## src/rtl/fifo_arb_pkg.sv

```systemverilog
// fifo_arb_pkg
// Shared types and helpers for the fifo_read_arbiter block.
//
// The arbiter, its output buffer and this package are sized together. The
// ARB_* constants below are the single place where the source count and the
// word width are chosen, and the top-level parameters default to them.
//
// Contents:
//   src_idx_t    - index of one source FIFO
//   arb_entry_t  - one buffered output word tagged with its source
//   rr_result_t  - result of a round-robin scan (found flag + index)
//   rr_next()    - first requesting source strictly after a pointer, wrapping
package fifo_arb_pkg;

    localparam int ARB_DATA_WIDTH = 8;
    localparam int ARB_NUM_SRC    = 4;
    localparam int ARB_MAX_BURST  = 4;
    localparam int ARB_SRC_W      = $clog2(ARB_NUM_SRC);
    localparam int ARB_BURST_W    = $clog2(ARB_MAX_BURST + 1);

    typedef logic [ARB_SRC_W-1:0] src_idx_t;

    typedef struct packed {
        src_idx_t                  src;
        logic [ARB_DATA_WIDTH-1:0] data;
    } arb_entry_t;

    typedef struct packed {
        logic     found;
        src_idx_t idx;
    } rr_result_t;

    // Scan ptr+1, ptr+2, ... ptr+ARB_NUM_SRC (mod ARB_NUM_SRC) and return
    // the first index whose request bit is set. The pointer itself is the
    // last candidate, so it is only picked when nothing else requests.
    function automatic rr_result_t rr_next(input src_idx_t ptr,
                                           input logic [ARB_NUM_SRC-1:0] req_mask);
        rr_result_t r;
        int         cand;
        r = '0;
        for (int k = 1; k <= ARB_NUM_SRC; k++) begin
            cand = (int'(ptr) + k) % ARB_NUM_SRC;
            if (!r.found && req_mask[src_idx_t'(cand)]) begin
                r.found = 1'b1;
                r.idx   = src_idx_t'(cand);
            end
        end
        return r;
    endfunction

endpackage

```

## src/rtl/fifo_arb_skid.sv

```systemverilog
// fifo_arb_skid
// Two-entry in-order buffer of {src, data} words that feeds the arbiter's
// valid/ready output. Entry 0 is always the head, so the head is a plain
// register and stays stable while it is not popped.
//
// Ports:
//   clk, rst     - clock, synchronous active-high reset
//   push         - write push_entry this cycle
//   push_entry   - word captured from the granted source
//   pop          - head is consumed this cycle
//   head         - current head entry (zero after reset)
//   head_valid   - buffer holds at least one entry
//   occupancy    - number of stored entries, 0..2
//
// Push and pop in the same cycle keep the occupancy constant. A push into a
// full buffer without a pop is ignored; the arbiter's issue rule never
// produces one.
module fifo_arb_skid
    import fifo_arb_pkg::*;
(
    input  logic       clk,
    input  logic       rst,
    input  logic       push,
    input  arb_entry_t push_entry,
    input  logic       pop,
    output arb_entry_t head,
    output logic       head_valid,
    output logic [1:0] occupancy
);

    arb_entry_t e0;
    arb_entry_t e1;
    logic       pop_ok;
    logic       push_ok;

    assign pop_ok  = pop && (occupancy != 2'd0);
    assign push_ok = push && ((occupancy != 2'd2) || pop_ok);

    always_ff @(posedge clk) begin
        if (rst) begin
            e0        <= '0;
            e1        <= '0;
            occupancy <= 2'd0;
        end else begin
            case ({push_ok, pop_ok})
                2'b10: begin
                    if (occupancy == 2'd0) begin
                        e0 <= push_entry;
                    end else begin
                        e1 <= push_entry;
                    end
                    occupancy <= occupancy + 2'd1;
                end
                2'b01: begin
                    e0        <= e1;
                    occupancy <= occupancy - 2'd1;
                end
                2'b11: begin
                    // The new word lands behind whatever remains after the pop.
                    if (occupancy == 2'd1) begin
                        e0 <= push_entry;
                    end else begin
                        e0 <= e1;
                        e1 <= push_entry;
                    end
                end
                default: begin
                end
            endcase
        end
    end

    assign head       = e0;
    assign head_valid = (occupancy != 2'd0);

endmodule

```

## src/rtl/fifo_read_arbiter.sv

```systemverilog
// fifo_read_arbiter
// Shares one downstream consumer between NUM_SRC source FIFOs with
// registered read data. At most one read strobe is issued per cycle, chosen
// round-robin with a burst lock of up to MAX_BURST consecutive reads from
// the same source. The word arrives on fifo_dout one cycle after the strobe
// and is captured into a two-entry buffer that drives a valid/ready stream
// tagged with the source index.
//
// Ports:
//   clk, rst    - clock, synchronous active-high reset
//   fifo_empty  - per-source empty flags
//   fifo_dout   - per-source registered read data
//   fifo_ren    - per-source read strobes, one-hot or zero, combinational
//   out_valid   - output head valid
//   out_data    - output head data
//   out_src     - source index of the output head
//   out_ready   - consumer accepts the head when high with out_valid
//   busy        - output head valid or a read in flight
//
// Handshake: a word transfers on every cycle where out_valid && out_ready;
// out_data/out_src hold while out_valid && !out_ready.
//
// Parameters default to the fifo_arb_pkg constants and must match them,
// since the buffered entry type and the scan helper are sized there.
module fifo_read_arbiter
    import fifo_arb_pkg::*;
#(
    parameter int DATA_WIDTH = ARB_DATA_WIDTH,
    parameter int NUM_SRC    = ARB_NUM_SRC,
    parameter int MAX_BURST  = ARB_MAX_BURST,
    parameter int SRC_W      = $clog2(NUM_SRC),
    parameter int BURST_W    = $clog2(MAX_BURST + 1)
) (
    input  logic                               clk,
    input  logic                               rst,
    input  logic [NUM_SRC-1:0]                 fifo_empty,
    input  logic [NUM_SRC-1:0][DATA_WIDTH-1:0] fifo_dout,
    output logic [NUM_SRC-1:0]                 fifo_ren,
    output logic                               out_valid,
    output logic [DATA_WIDTH-1:0]              out_data,
    output logic [SRC_W-1:0]                   out_src,
    input  logic                               out_ready,
    output logic                               busy
);

    // Arbitration state. While lock_valid is set, rr_ptr is the locked
    // source: every new grant moves rr_ptr to the granted source.
    src_idx_t             rr_ptr;
    logic [BURST_W-1:0]   burst_cnt;
    logic                 lock_valid;

    // Read pipeline: a strobe in cycle t makes the word visible in t+1.
    logic                 inflight;
    src_idx_t             inflight_src;

    logic [NUM_SRC-1:0]   req;
    logic [1:0]           occupancy;
    logic                 pop;
    logic                 can_issue;
    logic                 lock_hit;
    rr_result_t           scan;
    logic                 issue;
    src_idx_t             grant;
    arb_entry_t           capture;
    arb_entry_t           head;

    assign req = ~fifo_empty;
    assign pop = out_valid && out_ready;

    // Words already committed to the buffer (stored or in flight), less the
    // one leaving this cycle, must leave room for one more.
    assign can_issue = ({1'b0, occupancy} + {2'b00, inflight}) < (3'd2 + {2'b00, pop});

    assign lock_hit = lock_valid && req[rr_ptr] && (burst_cnt < BURST_W'(MAX_BURST));

    assign scan  = rr_next(rr_ptr, req);
    assign issue = !rst && can_issue && scan.found;
    assign grant = lock_hit ? rr_ptr : scan.idx;

    always_comb begin
        fifo_ren = '0;
        if (issue) begin
            fifo_ren[grant] = 1'b1;
        end
    end

    always_ff @(posedge clk) begin
        if (rst) begin
            rr_ptr       <= '0;
            burst_cnt    <= '0;
            lock_valid   <= 1'b0;
            inflight     <= 1'b0;
            inflight_src <= '0;
        end else begin
            inflight <= issue;
            if (issue) begin
                inflight_src <= grant;
            end

            if (!scan.found) begin
                // Nothing to read anywhere: drop the lock so the next
                // arrival starts a fresh burst.
                lock_valid <= 1'b0;
                burst_cnt  <= '0;
            end else if (issue) begin
                if (lock_hit) begin
                    burst_cnt <= burst_cnt + BURST_W'(1);
                end else begin
                    // Scan result, including a re-grant of the same source
                    // after its burst ran out: always a new burst of one.
                    rr_ptr     <= grant;
                    burst_cnt  <= BURST_W'(1);
                    lock_valid <= 1'b1;
                end
            end
            // Blocked by a full buffer: lock and counters hold.
        end
    end

    assign capture.src  = inflight_src;
    assign capture.data = fifo_dout[inflight_src];

    fifo_arb_skid u_skid (
        .clk        (clk),
        .rst        (rst),
        .push       (inflight),
        .push_entry (capture),
        .pop        (pop),
        .head       (head),
        .head_valid (out_valid),
        .occupancy  (occupancy)
    );

    assign out_data = head.data;
    assign out_src  = head.src;
    assign busy     = out_valid || inflight;

endmodule

```

## config.mk

```make
export PLATFORM = sky130hd
export DESIGN_NAME = fifo_read_arbiter
export DESIGN_NICKNAME = d
export VERILOG_FILES = /design/src/rtl/fifo_arb_pkg.sv /design/src/rtl/fifo_arb_skid.sv /design/src/rtl/fifo_read_arbiter.sv
export SDC_FILE = /design/constraint.sdc
export NUM_CORES = 1
export LEC_CHECK = 0
export ABC_AREA = 1
export CORE_ASPECT_RATIO = 0.7
export CORE_MARGIN = 5
export CORE_UTILIZATION = 48
export CTS_CLUSTER_SIZE = 12
export DETAILED_ROUTE_END_ITERATION = 7
export PLACE_DENSITY_LB_ADDON = 0.1
export SLEW_MARGIN = 20
export SYNTH_ARGS = -nofsm -noshare
export SYNTH_HDL_FRONTEND = slang
export SYNTH_SLANG_ARGS = --single-unit
```

## constraint.sdc

```tcl
create_clock -name clk -period 2.1 [get_ports clk]
set_input_delay 0.42 -clock clk [delete_from_list [all_inputs] [get_ports clk]]
set_output_delay 0.42 -clock clk [all_outputs]
set_load 0.05 [all_outputs]
```

==> metrics <==
failing checks setup timing; ANT cells 0; WS Path Type input port to output pin; largest net degree at the start of global routing 21; switching part of the total 51.5%; routed wire length per instance 15.2 um; Comb power frac 76.8%; Power Dens Cells 2040 mW/mm2; Pre-antenna DRT Iters 4; Placed Instance Area 0.00281 mm2; clock root cell clkbuf_8; I/O Pins 55; Fin. Hold Viols 0; dpl hpwl 4.15 mm; Mean Syn Cell Area 7.03 um2; Final Setup Violations 4; Die Area 0.00560 mm2; RSZ-0062 raised after global routing true; hold_buf cts 0; vias in the first global route 2086; worst hold margin 0.468 ns; core area 0.00397 mm2; Register Area 632 um2; peak supply drop 1.49 mV; top cell type's share of synthesized area 30.9%; Gate Count Post-Synth 286; H-tree levels 2; Arr. time, crit path 2.00 ns; initial antenna violation count 0; Flop pwr share 16.0%; Area contributors post-synth dfxtp_1 31%, nand2_1 13%, a21oi_1 8.0%; M2 GR Usage 35.2%; Worst Clk Skew 0.00496 ns; yosys warns 0; met1 GRT Util 27.6%; Post-Syn Nets 331; Fillers 244; DIE WIDTH 87.3 um; Lkg Pwr 1.41 nW; DR DRC count 0; total grt overflow 0; Mapped Area 0.00201 mm2; dpl ws -0.384 ns; crit path max fanout 5; Max Root-Sink Buffers 2; GRT Total Usage 21.3%; clock latency on the worst-skew pair 0.28 ns; max cap viols 0; Unique masters post-synth 34; register bit count reported by yosys 31; final period utilization 115%; GR peak layer met2; via density per instance 5.45; Iter 0 DRT Violations 125; post-synthesis sequential area ratio 30.9%; Max Freq 413 MHz; Tmin final 2.42 ns; Multi-input gate area 0.00149 mm2; Final WS setup -0.322 ns; endpoint class of the critical path output pin; Required @ worst endpoint 1.68 ns; CTS clock-pin slew for the worst setup and hold paths 0.06 ns; GPL Wtd Cong 0.884; layout cells sized above 1 33.9%; CP Launch Type input port; net switching power 3.41 mW; met3 usage 4.88%; first-pass GRT wire length 9.57 mm; worst hold path type flip-flop to flip-flop; P_int 3.22 mW; vias 2312; Initial Util 50.6%; max-slew violations 0; antenna viol nets, final 0; final instance area 0.00325 mm2; Routed WL 6.44 mm; clock power share 7.2%; CTS tree done; Final nets 417; Layout area overhead 61.8%; worst-margin pin slew 0.507 ns; total CTS buffers 5; CTS sink count 31; Port Buffer Count 54; num rows 19; max_slew headroom 66.1%; area leader, netlist dfxtp_1; Die H 64.1 um; outcome complete, but fails checks
## placed cells by master (no fill, tap or decap), types with 3 or more instances in the layout
cell and instances:
nand3_1 13, clkdlybuf4s50_1 44, ha_1 3, buf_12 4, clkbuf_8 6, nor2_1 9
nand2_1 58, a32o_1 7, dfxtp_1 26, inv_2 6, a21oi_1 31, o21ai_0 28
nand3_2 5, nand2_4 15, dfxtp_2 3, inv_1 14, nand2_2 14, nand3_4 5
nand4_4 3, dlygate4sd2_1 3, nor2_4 5, buf_6 4, ha_4 3, buf_4 35
## state kept, by name, indices dropped and copies added (netlist names)
register          cells
inflight_src          2
burst_cnt             3
lock_valid            1
u_skid.occupancy      2
rr_ptr                2
inflight              1
u_skid.head          10
u_skid.e1            10
## metrics by stage
step | cells | setup TNS, ns | util [%] | total power [mW]
2_1_floorplan | 286 | -0.305 | - | 3.91
3_3_place_gp | 404 | -1.43 | 70.8 | 5.03
3_5_place_dp | 404 | -1.70 | 70.8 | 5.12
4_1_cts | 418 | -0.772 | 77.7 | 6.11
5_1_grt | 424 | -1.50 | 81.9 | 7.08
6_report | 424 | -1.13 | 81.9 | 6.63
## per-layer routing
layer	wire length, um	vias up
li1	-	1141
met5	0	-
met4	241	0
met2	3220	86
met3	360	33
met1	2620	1052
## logic make-up after synthesis
logic type	Yosys count	synth area share, %
buf+inv	38	8.84
compound gates	77	22.2
fa+ha+maj	6	3.74
simple gates	134	34.4
flops	31	30.9
## critical path: stages
cell and delay, ns:
clkdlybuf4s15_1 0.29, inv_1 0.07, nand2_1 0.16, nand3_4 0.13, nand2_8 0.12, nand4_1 0.20
nand4_4 0.14, nand2_4 0.07, buf_4 0.14, nor2_4 0.12, buf_12 0.14
## worst paths after layout
| check | start | end | slack [ns] | cells past startpoint |
|---|---|---|---|---|
| min reg2reg | u_skid.e1[9] | u_skid.e1[9] | 0.47 | 2 |
| min | u_skid.e1[9] | u_skid.e1[9] | 0.47 | 2 |
| max | fifo_empty[0] | fifo_ren[2] | -0.32 | 11 |
| max reg2reg | u_skid.occupancy[0] | u_skid.head[3] | 0.18 | 11 |
## Yosys cell counts, drive strengths merged
cell    count
a21oi      34
a221oi      1
a31oi       2
a32o        7
and2        1
buf        10
clkbuf      2
clkinv      1
dfxtp      31
ha          6
inv        25
nand2      89
nand3      23
nand4       4
nor2       15
nor3        2
o211ai      1
o21a        1
o21ai      30
o22ai       1
## power by group through the flow
| stage | Combinational [mW] | Clock [mW] | Sequential (mW) |
|---|---|---|---|
| 3_5_place_dp | 4.10 | 0 | 1.02 |
| 5_1_grt | 5.47 | 0.515 | 1.09 |
| 3_3_place_gp | 4.02 | 0 | 1.01 |
| 6_report | 5.09 | 0.476 | 1.06 |
| 4_1_cts | 4.58 | 0.481 | 1.05 |
| 2_1_floorplan | 2.68 | 0 | 1.22 |
## timing repair
item / 4_1_cts / 5_1_grt
gates resized for setup: 40 / 25
pin swaps: 21 / 20
setup endpoints to repair: 4 / 7
setup buffers: 7 / 6
## layout make-up
type,count,share of cell area [%]
Clock buffer,6,2.54
Multi-Input combinational cell,217,45.7
Inverter,26,3.58
Clock inverter,1,0.154
Sequential cell,31,19.4
Tap cell,52,2.00
Timing Repair Buffer,91,26.6
No activity file was read; power rests on OpenSTA's default activity.
